$ cat config.mk
export PLATFORM = sky130hd
export DESIGN_NAME = mat_load_arbiter
export DESIGN_NICKNAME = d
export VERILOG_FILES = /design/src/rtl/mat_load_arbiter.sv
export SDC_FILE = /design/constraint.sdc
export NUM_CORES = 1
export LEC_CHECK = 0
export CAP_MARGIN = 20
export CORE_UTILIZATION = 49
export DETAILED_ROUTE_END_ITERATION = 7
export GPL_ROUTABILITY_DRIVEN = 1
export PLACE_DENSITY = 0.8
export SYNTH_ARGS = -nofsm -noshare
export SYNTH_HDL_FRONTEND = slang
export SYNTH_SLANG_ARGS = --single-unit
$ cat constraint.sdc
create_clock -name clk -period 2.85 [get_ports clk]
set_input_delay 0.285 -clock clk [delete_from_list [all_inputs] [get_ports clk]]
set_output_delay 0.285 -clock clk [all_outputs]
set_load 0.01 [all_outputs]
$ cat src/rtl/mat_load_arbiter.sv
// Round-robin arbiter sharing one synchronous-read memory port among NREQ clients.
// Each grant streams ROW*COL consecutive words, tagged with client id and row/col index.
module mat_load_arbiter #(
    parameter int NREQ   = 4,
    parameter int IDW    = 2,
    parameter int ROW    = 4,
    parameter int COL    = 4,
    parameter int WIDTH  = 16,
    parameter int ADDR   = 8,
    parameter int RD_LAT = 1
) (
    input  logic                   clk,
    input  logic                   rst,
    input  logic [NREQ-1:0]        req,
    input  logic [NREQ*ADDR-1:0]   base,
    output logic [NREQ-1:0]        grant,
    output logic                   busy,
    output logic [ADDR-1:0]        mem_addr,
    output logic                   mem_rd,
    input  logic [WIDTH-1:0]       mem_data,
    output logic [WIDTH-1:0]       out_data,
    output logic                   out_valid,
    output logic [IDW-1:0]         out_id,
    output logic [7:0]             out_row,
    output logic [7:0]             out_col,
    output logic [NREQ-1:0]        done
);

    localparam int              WORDS    = ROW * COL;
    localparam int              CW       = $clog2(WORDS + 1);
    localparam logic [CW-1:0]   LAST_K   = CW'(WORDS - 1);
    localparam logic [7:0]      LAST_COL = 8'(COL - 1);
    localparam logic [NREQ-1:0] ONE      = NREQ'(1);

    typedef enum logic [1:0] {IDLE, ISSUE, DRAIN} state_t;

    state_t          state_reg;
    logic [IDW-1:0]  ptr_reg;
    logic [IDW-1:0]  id_reg;
    logic [CW-1:0]   cnt_reg;
    logic [7:0]      row_reg;
    logic [7:0]      col_reg;

    logic [ADDR-1:0] base_arr [NREQ];
    logic [NREQ-1:0] req_rot;
    logic [IDW:0]    off_next;
    logic [IDW:0]    sum_next;
    logic [IDW-1:0]  win_next;

    genvar gi;
    generate
        for (gi = 0; gi < NREQ; gi++) begin : g_base
            assign base_arr[gi] = base[gi*ADDR +: ADDR];
        end
    endgenerate

    // Rotate requests so bit 0 is the highest-priority client, then find the first set bit.
    assign req_rot = NREQ'({req, req} >> ptr_reg);

    always_comb begin
        off_next = '0;
        for (int j = NREQ - 1; j >= 0; j--) begin
            if (req_rot[j]) begin
                off_next = (IDW+1)'(j);
            end
        end
    end

    assign sum_next = {1'b0, ptr_reg} + off_next;
    assign win_next = (sum_next >= (IDW+1)'(NREQ)) ? IDW'(sum_next - (IDW+1)'(NREQ))
                                                  : IDW'(sum_next);

    always_ff @(posedge clk) begin
        if (rst) begin
            state_reg <= IDLE;
            ptr_reg   <= '0;
            id_reg    <= '0;
            cnt_reg   <= '0;
            row_reg   <= '0;
            col_reg   <= '0;
            grant     <= '0;
            busy      <= 1'b0;
            mem_addr  <= '0;
            mem_rd    <= 1'b0;
        end else begin
            case (state_reg)
                IDLE: begin
                    if (|req) begin
                        id_reg    <= win_next;
                        grant     <= ONE << win_next;
                        busy      <= 1'b1;
                        mem_rd    <= 1'b1;
                        mem_addr  <= base_arr[win_next];
                        cnt_reg   <= '0;
                        row_reg   <= '0;
                        col_reg   <= '0;
                        state_reg <= ISSUE;
                    end
                end
                ISSUE: begin
                    if (cnt_reg == LAST_K) begin
                        mem_rd    <= 1'b0;
                        state_reg <= DRAIN;
                    end else begin
                        cnt_reg  <= cnt_reg + CW'(1);
                        mem_addr <= mem_addr + ADDR'(1);
                        if (col_reg == LAST_COL) begin
                            col_reg <= '0;
                            row_reg <= row_reg + 8'd1;
                        end else begin
                            col_reg <= col_reg + 8'd1;
                        end
                    end
                end
                DRAIN: begin
                    // done is high during the cycle the last word is presented.
                    if (|done) begin
                        grant     <= '0;
                        busy      <= 1'b0;
                        ptr_reg   <= (id_reg == IDW'(NREQ - 1)) ? '0 : id_reg + IDW'(1);
                        state_reg <= IDLE;
                    end
                end
                default: state_reg <= IDLE;
            endcase
        end
    end

    // Return pipeline: tags travel alongside each read so they line up with mem_data.
    logic       pv_reg    [RD_LAT];
    logic       plast_reg [RD_LAT];
    logic [7:0] prow_reg  [RD_LAT];
    logic [7:0] pcol_reg  [RD_LAT];

    always_ff @(posedge clk) begin
        if (rst) begin
            for (int i = 0; i < RD_LAT; i++) begin
                pv_reg[i]    <= 1'b0;
                plast_reg[i] <= 1'b0;
                prow_reg[i]  <= '0;
                pcol_reg[i]  <= '0;
            end
        end else begin
            pv_reg[0]    <= mem_rd;
            plast_reg[0] <= (cnt_reg == LAST_K);
            prow_reg[0]  <= row_reg;
            pcol_reg[0]  <= col_reg;
            for (int i = 1; i < RD_LAT; i++) begin
                pv_reg[i]    <= pv_reg[i-1];
                plast_reg[i] <= plast_reg[i-1];
                prow_reg[i]  <= prow_reg[i-1];
                pcol_reg[i]  <= pcol_reg[i-1];
            end
        end
    end

    always_ff @(posedge clk) begin
        if (rst) begin
            out_data  <= '0;
            out_valid <= 1'b0;
            out_id    <= '0;
            out_row   <= '0;
            out_col   <= '0;
            done      <= '0;
        end else begin
            out_valid <= pv_reg[RD_LAT-1];
            done      <= '0;
            if (pv_reg[RD_LAT-1]) begin
                out_data <= mem_data;
                out_id   <= id_reg;
                out_row  <= prow_reg[RD_LAT-1];
                out_col  <= pcol_reg[RD_LAT-1];
                if (plast_reg[RD_LAT-1]) begin
                    done <= ONE << id_reg;
                end
            end
        end
    end

endmodule

== After elaboration in Yosys (flattened, before gate mapping) ==
Memories as Yosys holds them, arrays and structs flattened. A register that Yosys moved wholly into a read port is not among the register bits.
Cells that the tools add are included.
Cells by class
  multiplexer cells: 45
  reduce and logical (&&, ||, !) cells: 17
  equal/unequal tests: 10
  order comparisons: 2
  add/sub/neg operators: 7
  bitwise operators: 3
  shift-type cells: 3
Operators by type and width (number)
  $mux 8: 11
  $pmux 8 s2: 3
  $add 8x1->8 const B: 3
  $bmux 8 s2: 1
  $reduce_or 8->1: 2
  $mux 1: 12
  $mux 2: 6
  $reduce_and 3->1: 4
  $mux 5: 2
  $ne 2x2->1 const B: 5
  $pmux 5 s2: 1
  $mux 3: 3
  $eq 8x2->1 const B: 1
  $mux 4: 2
  $pmux 4 s2: 1
  $reduce_or 4->1: 2
  $shl 1x2->4 const A: 2
  $shr 8x2->4: 1
  $ge 3x3->1 const B: 2
  $pmux 2 s3: 1
  $add 5x1->5 const B: 1
  $eq 5x4->1 const B: 1
  $eq 2x2->1 const B: 2
  $pmux 1 s2: 2
  other kinds (12): 16
Word-level totals
  memories: 4
  memory bits (writable): 18
  input bits: 54
  word-level logic and storage cells: 105
  output and inout port bits: 53
  flip-flop bits (word level): 64
Memories
  pcol_reg: depth 1, width 8, read ports 1, clocked after Yosys merged registers in 1, write ports 1, line 133  | logic [7:0] pcol_reg [RD_LAT];
  prow_reg: depth 1, width 8, read ports 1, clocked after Yosys merged registers in 1, write ports 1, line 132  | logic [7:0] prow_reg [RD_LAT];
  plast_reg: depth 1, width 1, read ports 1, clocked after Yosys merged registers in 0, write ports 1, line 131  | logic plast_reg [RD_LAT];
  pv_reg: depth 1, width 1, read ports 1, clocked after Yosys merged registers in 0, write ports 1, line 130  | logic pv_reg [RD_LAT];

== Depth between registers and ports, before layout ==
Gate-level depths: netlist of the first run.
  depth after elaboration: 14
  gate-level depth with buffers: 12
  gate-level depth less buffers: 10

== Least setup slack after synthesis of the first run ==
No wires, ideal clock.
  path type: register -> register
  start point: register ptr_reg[0]
  end point: register mem_addr[4]
  period minus slack after synthesis: 2517 ps
  required time: 2717 ps
  arrival time: 2384 ps
  buffers on the path: 3
  stages on the path, launching flop included: 13
  setup time: 133 ps
  slack: 333 ps
  cells stage by stage: dfxtp_1 clkbuf_1 nor2_1 nand2_1 o21ai_0 o21ai_0 nand3_1 ha_1 clkbuf_1 clkbuf_1 mux2_2 o211ai_1 a311oi_1
Between the ends
  word-level cells in the longest chain between the ends: 14
  elaborated cells between the ends (all ways): 15
  those cells by class: add/sub: 2; order compare: 1; shift: 1; mux: 10; bitwise: 1
Ends and longest elaborated chain
  start: declaration: line 38  | logic [IDW-1:0] ptr_reg;
  start signal: assignment: line 120  | ptr_reg <= (id_reg == IDW'(NREQ - 1)) ? '0 : id_reg + IDW'(1);
  $shr 8x2->4: line 58  | assign req_rot = NREQ'({req, req} >> ptr_reg);
  $mux 2: line 63  | if (req_rot[j]) begin
  $mux 3 (3 in series): line 63
  $add 2x3->3 *: line 69  | assign sum_next = {1'b0, ptr_reg} + off_next;
  named net sum_next[0]: line 47  | logic [IDW:0] sum_next;
  $ge 3x3->1 / $sub 2x1->2 (equally long branches): line 70  | assign win_next = (sum_next >= (IDW+1)'(NREQ)) ? IDW'(sum_next - (IDW+1)'(NREQ))
  $mux 2 *: line 70
  $not 2->3 (implied by the code) *: line 93  | mem_addr <= base_arr[win_next];
  $bmux 8 s2 *: line 93
  $mux 8 (implied by the code) * (2 in series): line 93
  $mux 8 *: line 88  | if (|req) begin
  $pmux 8 s2 *: line 86  | case (state_reg)
  end signal: assignment: line 93
  end signal: assignment: line 106  | mem_addr <= mem_addr + ADDR'(1);
  end: declaration: line 18  | output logic [ADDR-1:0] mem_addr,
The timed path passes the listed nets; every way through them passes the cells marked *. The select of a mux whose other input is x is not followed.
A chain may end at the register's enable or synchronous reset.

== Worst setup path after layout of the first run ==
  start point: input req[2]
  end point: register mem_addr[0]
Between the ends
  word-level cells in the longest chain between the ends: 14
  elaborated cells between the ends (all ways): 18
  those cells by class: add/sub: 2; order compare: 1; eq/ne: 1; shift: 1; mux: 10; bitwise: 1; reduce/logical: 2
Ends and longest elaborated chain
  start: declaration: line 14  | input logic [NREQ-1:0] req,
  $shr 8x2->4: line 58
  $mux 2: line 63
  $mux 3 (3 in series): line 63
  $add 2x3->3: line 69
  $ge 3x3->1 / $sub 2x1->2 (equally long branches): line 70
  $mux 2: line 70
  $not 2->3 (implied by the code): line 93
  $bmux 8 s2: line 93
  $mux 8 (implied by the code) (2 in series): line 93
  $mux 8: line 88
  $pmux 8 s2: line 86
Parallel ways exist; a longest one is shown, timed or not. The select of a mux whose other input is x is not followed.

==> flow_metrics.env, run 1 <==
export IMPL_outcome="finished, final reports clean"
export IMPL_setup_repair_after_global_routing_missed_its_margin="false"
export IMPL_skew_ns=0.0103
export IMPL_cts_sinks=98
export IMPL_syn_area_per_cell_um2=9.27
export IMPL_global_route_wire_length_before_repair_um=14500
export IMPL_clock_path_buffers=2
export IMPL_row_count=33
export IMPL_count_of_different_cell_masters_after_synthesis=55
export IMPL_via_count_of_the_first_global_routing_pass=3319
export IMPL_critical_path_required_ns=3.09
export IMPL_regMostFlops="out_data"
export IMPL_clock_tree_htree_level_count=3
export IMPL_edff_count_synth=0
export IMPL_die_width_um=94.9
export IMPL_ys_warnings_count=0
export IMPL_global_route_overflow_total=0
export IMPL_worst_case_vdd_ir_drop_uv=294
export IMPL_worstMarginPinSlew_ns=0.720
export IMPL_initial_utilization_pct=51.0
export IMPL_clock_insertion_delay_worst_skew_ns=0.36
export IMPL_worstHoldPathType="primary input to flop"
export IMPL_place_ws_ns=0.0813
export IMPL_timing_fmax_mhz=409
export IMPL_met2_length_um=4360
export IMPL_fin_nets=621
export IMPL_area_growth_syn_to_layout_pct=32.5
export IMPL_end_kind="flop"
export IMPL_cap_violations=0
export IMPL_met1Wirelength_um=4090
export IMPL_utilization_pct=67.5
export IMPL_first_pass_iters=4
export IMPL_ys_async_sr_fraction_pct=0
export IMPL_dp_hpwl_um=6670
export IMPL_grtUsageTotal_pct=20.3
export IMPL_final_max_slew_viol_count=0
export IMPL_die_height_um=94.9
export IMPL_antenna_found_initial=0
export IMPL_routed_wirelength_um=8980
export IMPL_synth_ff_type="sky130_fd_sc_hd__dfxtp_1"
export IMPL_worst_hold_slack_ns=0.321
export IMPL_setup_viol=0
export IMPL_design_portCount=107
export IMPL_final_period_minus_worst_setup_slack_ns=2.45
export IMPL_final_setup_worst_slack_ns=0.403
export IMPL_final_antenna_net_count=0
export IMPL_worst_path_max_fanout=10
export IMPL_seq_area_frac_synth_pct=46.4
export IMPL_met3RoutedLength_um=435
export IMPL_drc_errors=0
export IMPL_fin_setup_tns_ns=0
export IMPL_gpl_final_weighted_congestion=0.850
export IMPL_hold_violations=0
export IMPL_dr_first_iter_drc_count=89
export IMPL_clkTransAtPathRegs_ns=0.10
export IMPL_largest_register_ffs=16
export IMPL_cts_tree="done"
export IMPL_fp_dieArea_um2=9010
export IMPL_ys_seq_elements=98
export IMPL_powerDensity_nw_per_um2=497
export IMPL_timing_max_slew_rel_slack_pct=52.0
export IMPL_post_cts_setup_buffers=0
export IMPL_total_power_mw=2.79
export IMPL_top_layer_reached_by_signal_wires="met4"
export IMPL_synthCells=456
export IMPL_vias=3526
export IMPL_grt_max_degree=32
export IMPL_drive_above_1_share_pct=8.69
export IMPL_p_leak_nw=2.08
export IMPL_wl_per_cell_um=13.4
export IMPL_final_period_utilization_pct=85.9
export IMPL_antenna_cells_inserted=0
export IMPL_clk_root_buffer_cell="sky130_fd_sc_hd__clkbuf_8"
export IMPL_cts_hold_buffers=0
export IMPL_numCtsBuffers=9
export IMPL_synthesis_area_um2=4230
export IMPL_routed_via_density=5.27
export IMPL_synth_net_count=517
export IMPL_design_core_area_um2=8300
export IMPL_startpoint_type="primary input"
export IMPL_criticalPathCategory="primary input to flop"
export IMPL_layout_cells_most_common="sky130_fd_sc_hd__clkdlybuf4s50_1"
export IMPL_ctsResizeCount=0
export IMPL_critPathArrivalTime_ns=2.69
export IMPL_port_buffers=106
export IMPL_most_frequent_cells_in_the_layout="sky130_fd_sc_hd__clkdlybuf4s50_1, sky130_fd_sc_hd__dfxtp_1, sky130_fd_sc_hd__nor2_1, sky130_fd_sc_hd__mux2i_1, sky130_fd_sc_hd__nand2_1"
==> stage by stage <==
stage,cell area (um^2),instances
after floorplan,4230,456
after global placement,5410,654
after detailed placement,5410,654
after CTS,5600,669
after global routing,5600,669
final,5600,669
==> cells by family after synthesis <==
| logic type | share of synthesized area, % |
|---|---|
| XOR/XNOR | 3.11 |
| flip-flops | 46.4 |
| AND/OR/NAND/NOR | 23.7 |
| multiplexers | 10.8 |
| AO/OA/AOI/OAI | 11.0 |
| adder cells (fa/ha/maj) | 2.07 |
| buffers and inverters | 2.96 |
==> critical path: stages <==
cell	delay, ns
sky130_fd_sc_hd__clkdlybuf4s50_1	0.53
sky130_fd_sc_hd__or4_1	0.54
sky130_fd_sc_hd__nand3_1	0.10
sky130_fd_sc_hd__ha_1	0.20
sky130_fd_sc_hd__xor2_1	0.31
sky130_fd_sc_hd__a21oi_4	0.11
sky130_fd_sc_hd__a2111oi_0	0.48
sky130_fd_sc_hd__o32ai_1	0.13
==> synth_stat cells (4+ instances only) <==
| cell | instances | area [um^2] |
|---|---|---|
| sky130_fd_sc_hd__dfxtp_1 | 98 | 1960 |
| sky130_fd_sc_hd__nor2_1 | 72 | 270 |
| sky130_fd_sc_hd__a21oi_2 | 4 | 35.0 |
| sky130_fd_sc_hd__and3_1 | 5 | 31.3 |
| sky130_fd_sc_hd__xor2_1 | 12 | 105 |
| sky130_fd_sc_hd__o211ai_1 | 4 | 30.0 |
| sky130_fd_sc_hd__a21o_1 | 4 | 30.0 |
| sky130_fd_sc_hd__nand3_1 | 9 | 45.0 |
| sky130_fd_sc_hd__nand2_1 | 33 | 124 |
| sky130_fd_sc_hd__clkbuf_1 | 14 | 52.6 |
| sky130_fd_sc_hd__buf_1 | 5 | 18.8 |
| sky130_fd_sc_hd__mux2i_1 | 41 | 410 |
| sky130_fd_sc_hd__o21ai_0 | 10 | 50.1 |
| sky130_fd_sc_hd__ha_1 | 7 | 87.6 |
| sky130_fd_sc_hd__nor2b_1 | 28 | 175 |
| sky130_fd_sc_hd__nand3b_1 | 4 | 30.0 |
| sky130_fd_sc_hd__nand4_1 | 9 | 56.3 |
| sky130_fd_sc_hd__or3_1 | 5 | 31.3 |
| sky130_fd_sc_hd__buf_2 | 4 | 20.0 |
| sky130_fd_sc_hd__mux2_2 | 4 | 45.0 |
| sky130_fd_sc_hd__nor4_1 | 5 | 31.3 |
| sky130_fd_sc_hd__nor3_1 | 8 | 40.0 |
| sky130_fd_sc_hd__a21oi_1 | 21 | 105 |
==> path summary, 6_finish.rpt <==
| path | startpoint | endpoint | slack [ns] | cells past startpoint |
|---|---|---|---|---|
| worst max-delay path | req[2] | mem_addr[0] | 0.40 | 8 |
| worst min-delay path | rst | busy | 0.32 | 2 |
| worst max register to register | cnt_reg[0] | row_reg[7] | 0.41 | 9 |
| worst min register to register | grant[2] | grant[2] | 0.46 | 2 |
==> metal layers <==
layer	vias to the layer above	global-route usage [%]
li1	1795	-
met5	-	0
met2	92	35.7
met3	10	3.70
met1	1629	25.0
met4	0	6.57
==> power by group <==
group | leakage [nW] | switching, mW | internal (mW)
Combinational | 1.19 | 0.185 | 0.235
Sequential | 0.796 | 0.0577 | 1.42
Clock | 0.0927 | 0.481 | 0.410
==> cell type report <==
cell class / count / area, um^2
clock buffer: 9 / 124
clock inverter: 6 / 71.3
fill: 673 / 2700
inverter: 1 / 3.75
multi-input combinational: 331 / 2140
sequential: 98 / 1960
tap: 105 / 131
timing repair buffer: 119 / 1170
(Power assumes the default switching activity.)
==> run 2: changes to the inputs <==
--- a/config.mk
+++ b/config.mk
@@ -10,6 +10,7 @@
 export DETAILED_ROUTE_END_ITERATION = 7
 export GPL_ROUTABILITY_DRIVEN = 1
 export PLACE_DENSITY = 0.8
+export SETUP_SLACK_MARGIN = 0.2
 export SYNTH_ARGS = -nofsm -noshare
 export SYNTH_HDL_FRONTEND = slang
 export SYNTH_SLANG_ARGS = --single-unit
==> run 2 against run 1 <==
  * Die area is the same
  * Clock-buffer cell count is the same
  * Hold slack is the same
  * Via count is the same
==> flow_metrics.env, run 2 (synthesis results as in run 1) <==
export IMPL_clock_tree_htree_level_count=3
export IMPL_clockPowerShare_pct=32.0
export IMPL_gpl_final_weighted_congestion=0.850
export IMPL_cts_hold_buffers=0
export IMPL_p_leak_nw=2.08
export IMPL_multi_input_gate_area_um2=2140
export IMPL_drc_errors=0
export IMPL_cap_violations=0
export IMPL_largest_register_ffs=16
export IMPL_via_count_of_the_first_global_routing_pass=3319
export IMPL_critical_path_startpoint="req[2]"
export IMPL_layout_cell_area_non_filler_um2=5600
export IMPL_startpoint_type="primary input"
export IMPL_dr_first_iter_drc_count=89
export IMPL_routed_wirelength_um=8980
export IMPL_combinationalPowerShare_pct=15.1
export IMPL_crit_family="compound AO/OA/AOI/OAI gates"
export IMPL_worst_path_max_fanout=10
export IMPL_power_switching_mw=0.724
export IMPL_clkTransAtPathRegs_ns=0.10
export IMPL_clk_root_buffer_cell="sky130_fd_sc_hd__clkbuf_8"
export IMPL_final_period_utilization_pct=85.9
export IMPL_die_width_um=94.9
export IMPL_sequentialPowerShare_pct=52.9
export IMPL_grt_max_degree=32
export IMPL_dp_hpwl_um=6670
export IMPL_final_antenna_net_count=0
export IMPL_final_period_minus_worst_setup_slack_ns=2.45
export IMPL_die_height_um=94.9
export IMPL_cpPeakStageDelay_ns=0.54
export IMPL_final_max_slew_viol_count=0
export IMPL_critical_path_slowest_cell="sky130_fd_sc_hd__or4_1"
export IMPL_routed_via_density=5.27
export IMPL_numCtsBuffers=9
export IMPL_worstHoldPathType="primary input to flop"
export IMPL_drive_above_1_share_pct=8.87
export IMPL_wl_per_cell_um=13.4
export IMPL_design_portCount=107
export IMPL_cts_tree="done"
export IMPL_standard_cell_area_after_detailed_placement_um2=5410
export IMPL_power_share_switching_pct=26.0
export IMPL_sequential_cell_area_in_the_final_layout_um2=1960
export IMPL_worst_r2r_cell_count=9
export IMPL_worstHoldStart="rst"
export IMPL_regMostFlops="out_data"
export IMPL_setup_viol=0
export IMPL_final_setup_worst_slack_ns=0.403
export IMPL_row_count=33
export IMPL_critical_path_buf_inv_count=1
export IMPL_skew_ns=0.0103
export IMPL_global_route_overflow_total=0
export IMPL_setup_repair_after_global_routing_missed_its_margin="false"
export IMPL_fp_dieArea_um2=9010
export IMPL_antenna_found_initial=0
export IMPL_antenna_cells_inserted=0
export IMPL_timing_max_slew_rel_slack_pct=52.0
export IMPL_clock_path_buffers=2
export IMPL_worst_case_vdd_ir_drop_uv=294
export IMPL_powerDensity_nw_per_um2=497
export IMPL_outcome="finished, final reports clean"
export IMPL_fin_nets=621
export IMPL_hold_violations=0
export IMPL_utilization_pct=67.5
export IMPL_timing_fmax_mhz=409
export IMPL_regToRegStartpoint="cnt_reg[0]"
export IMPL_place_ws_ns=0.0813
export IMPL_grtUsageTotal_pct=20.3
export IMPL_worstMarginPinSlew_ns=0.720
export IMPL_global_route_wire_length_before_repair_um=14500
export IMPL_vias=3526
export IMPL_fillerInstances=672
export IMPL_clock_insertion_delay_worst_skew_ns=0.36
export IMPL_port_buffers=106
export IMPL_crit_chain="clkdlybuf4s50_1 > or4_1 > nand3_1 > ha_1 > xor2_1 > a21oi_4 > a2111oi_0 > o32ai_1"
export IMPL_layout_cells_most_common="sky130_fd_sc_hd__clkdlybuf4s50_1"
export IMPL_critPathArrivalTime_ns=2.69
export IMPL_area_growth_syn_to_layout_pct=32.5
export IMPL_design_core_area_um2=8300
export IMPL_end_kind="flop"
export IMPL_first_pass_iters=4
export IMPL_initial_utilization_pct=51.0
export IMPL_timing_hold_worst_path_depth=2
export IMPL_cts_sinks=98
export IMPL_cp_num_cells=8
export IMPL_cellInternalPower_mw=2.06
export IMPL_fin_setup_tns_ns=0
export IMPL_criticalPathCategory="primary input to flop"
export IMPL_critical_path_required_ns=3.09
export IMPL_most_frequent_cells_in_the_layout="sky130_fd_sc_hd__clkdlybuf4s50_1, sky130_fd_sc_hd__dfxtp_1, sky130_fd_sc_hd__nor2_1, sky130_fd_sc_hd__mux2i_1, sky130_fd_sc_hd__nand2_1"
[run 2: cell counts in the layout (fill, tap and decap cells not counted)]
Identical to the previous run, type by type.
[run 2: final timing paths]
| path | to | slack (ns) |
|---|---|---|
| max reg2reg | row_reg[7] | 0.41 |
| min reg2reg | grant[2] | 0.46 |
| min | busy | 0.32 |
| max | mem_addr[0] | 0.40 |
[run 2: worst reg2reg max path, stage by stage, from the launching register on]
cell	delay [ns]
sky130_fd_sc_hd__dfxtp_1	0.35
sky130_fd_sc_hd__ha_1	0.22
sky130_fd_sc_hd__and3_1	0.19
sky130_fd_sc_hd__ha_1	0.28
sky130_fd_sc_hd__nor3b_4	0.36
sky130_fd_sc_hd__a21oi_2	0.10
sky130_fd_sc_hd__a21oi_4	0.25
sky130_fd_sc_hd__nand2_1	0.15
sky130_fd_sc_hd__or3_1	0.36
sky130_fd_sc_hd__a21oi_1	0.13
[run 2: timing repair]
item                       in CTS  in global routing
resized for setup               0                  1
setup buffers                   0                  0
setup endpoints to repair       0                  4
[run 2: area by class of cell]
type / instances / area share [%]
clock buffers: 9 / 2.21
clock inverters: 6 / 1.27
inverters: 1 / 0.0670
multi-input cells: 331 / 38.2
flip-flops and latches: 98 / 35.1
well taps: 105 / 2.34
repair buffers: 119 / 20.8
[run 2: stage by stage]
| step | cells | hold WS (ns) | power, mW |
|---|---|---|---|
| final | 669 | 0.321 | 2.79 |
| after global routing | 669 | 0.323 | 2.92 |
| after CTS | 669 | 0.307 | 2.82 |
| after detailed placement | 654 | 0.451 | 1.93 |
| after global placement | 654 | 0.447 | 1.91 |
| after floorplan | 456 | 0.376 | 1.72 |
[run 2: routing by layer]
| layer | share of wire [%] | track usage, % |
|---|---|---|
| met5 | 0 | 0 |
| met4 | 1.2 | 6.57 |
| met3 | 4.8 | 3.70 |
| met2 | 49 | 35.7 |
| met1 | 45 | 25.0 |
[run 2: power by group through the flow]
stage          clock network, mW  registers, mW  logic (mW)
6_report                   0.892           1.47       0.420
5_1_grt                    0.978           1.48       0.457
4_1_cts                    0.920           1.47       0.422
3_5_place_dp                   0           1.51       0.419
3_3_place_gp                   0           1.50       0.411
2_1_floorplan                  0           1.50       0.220
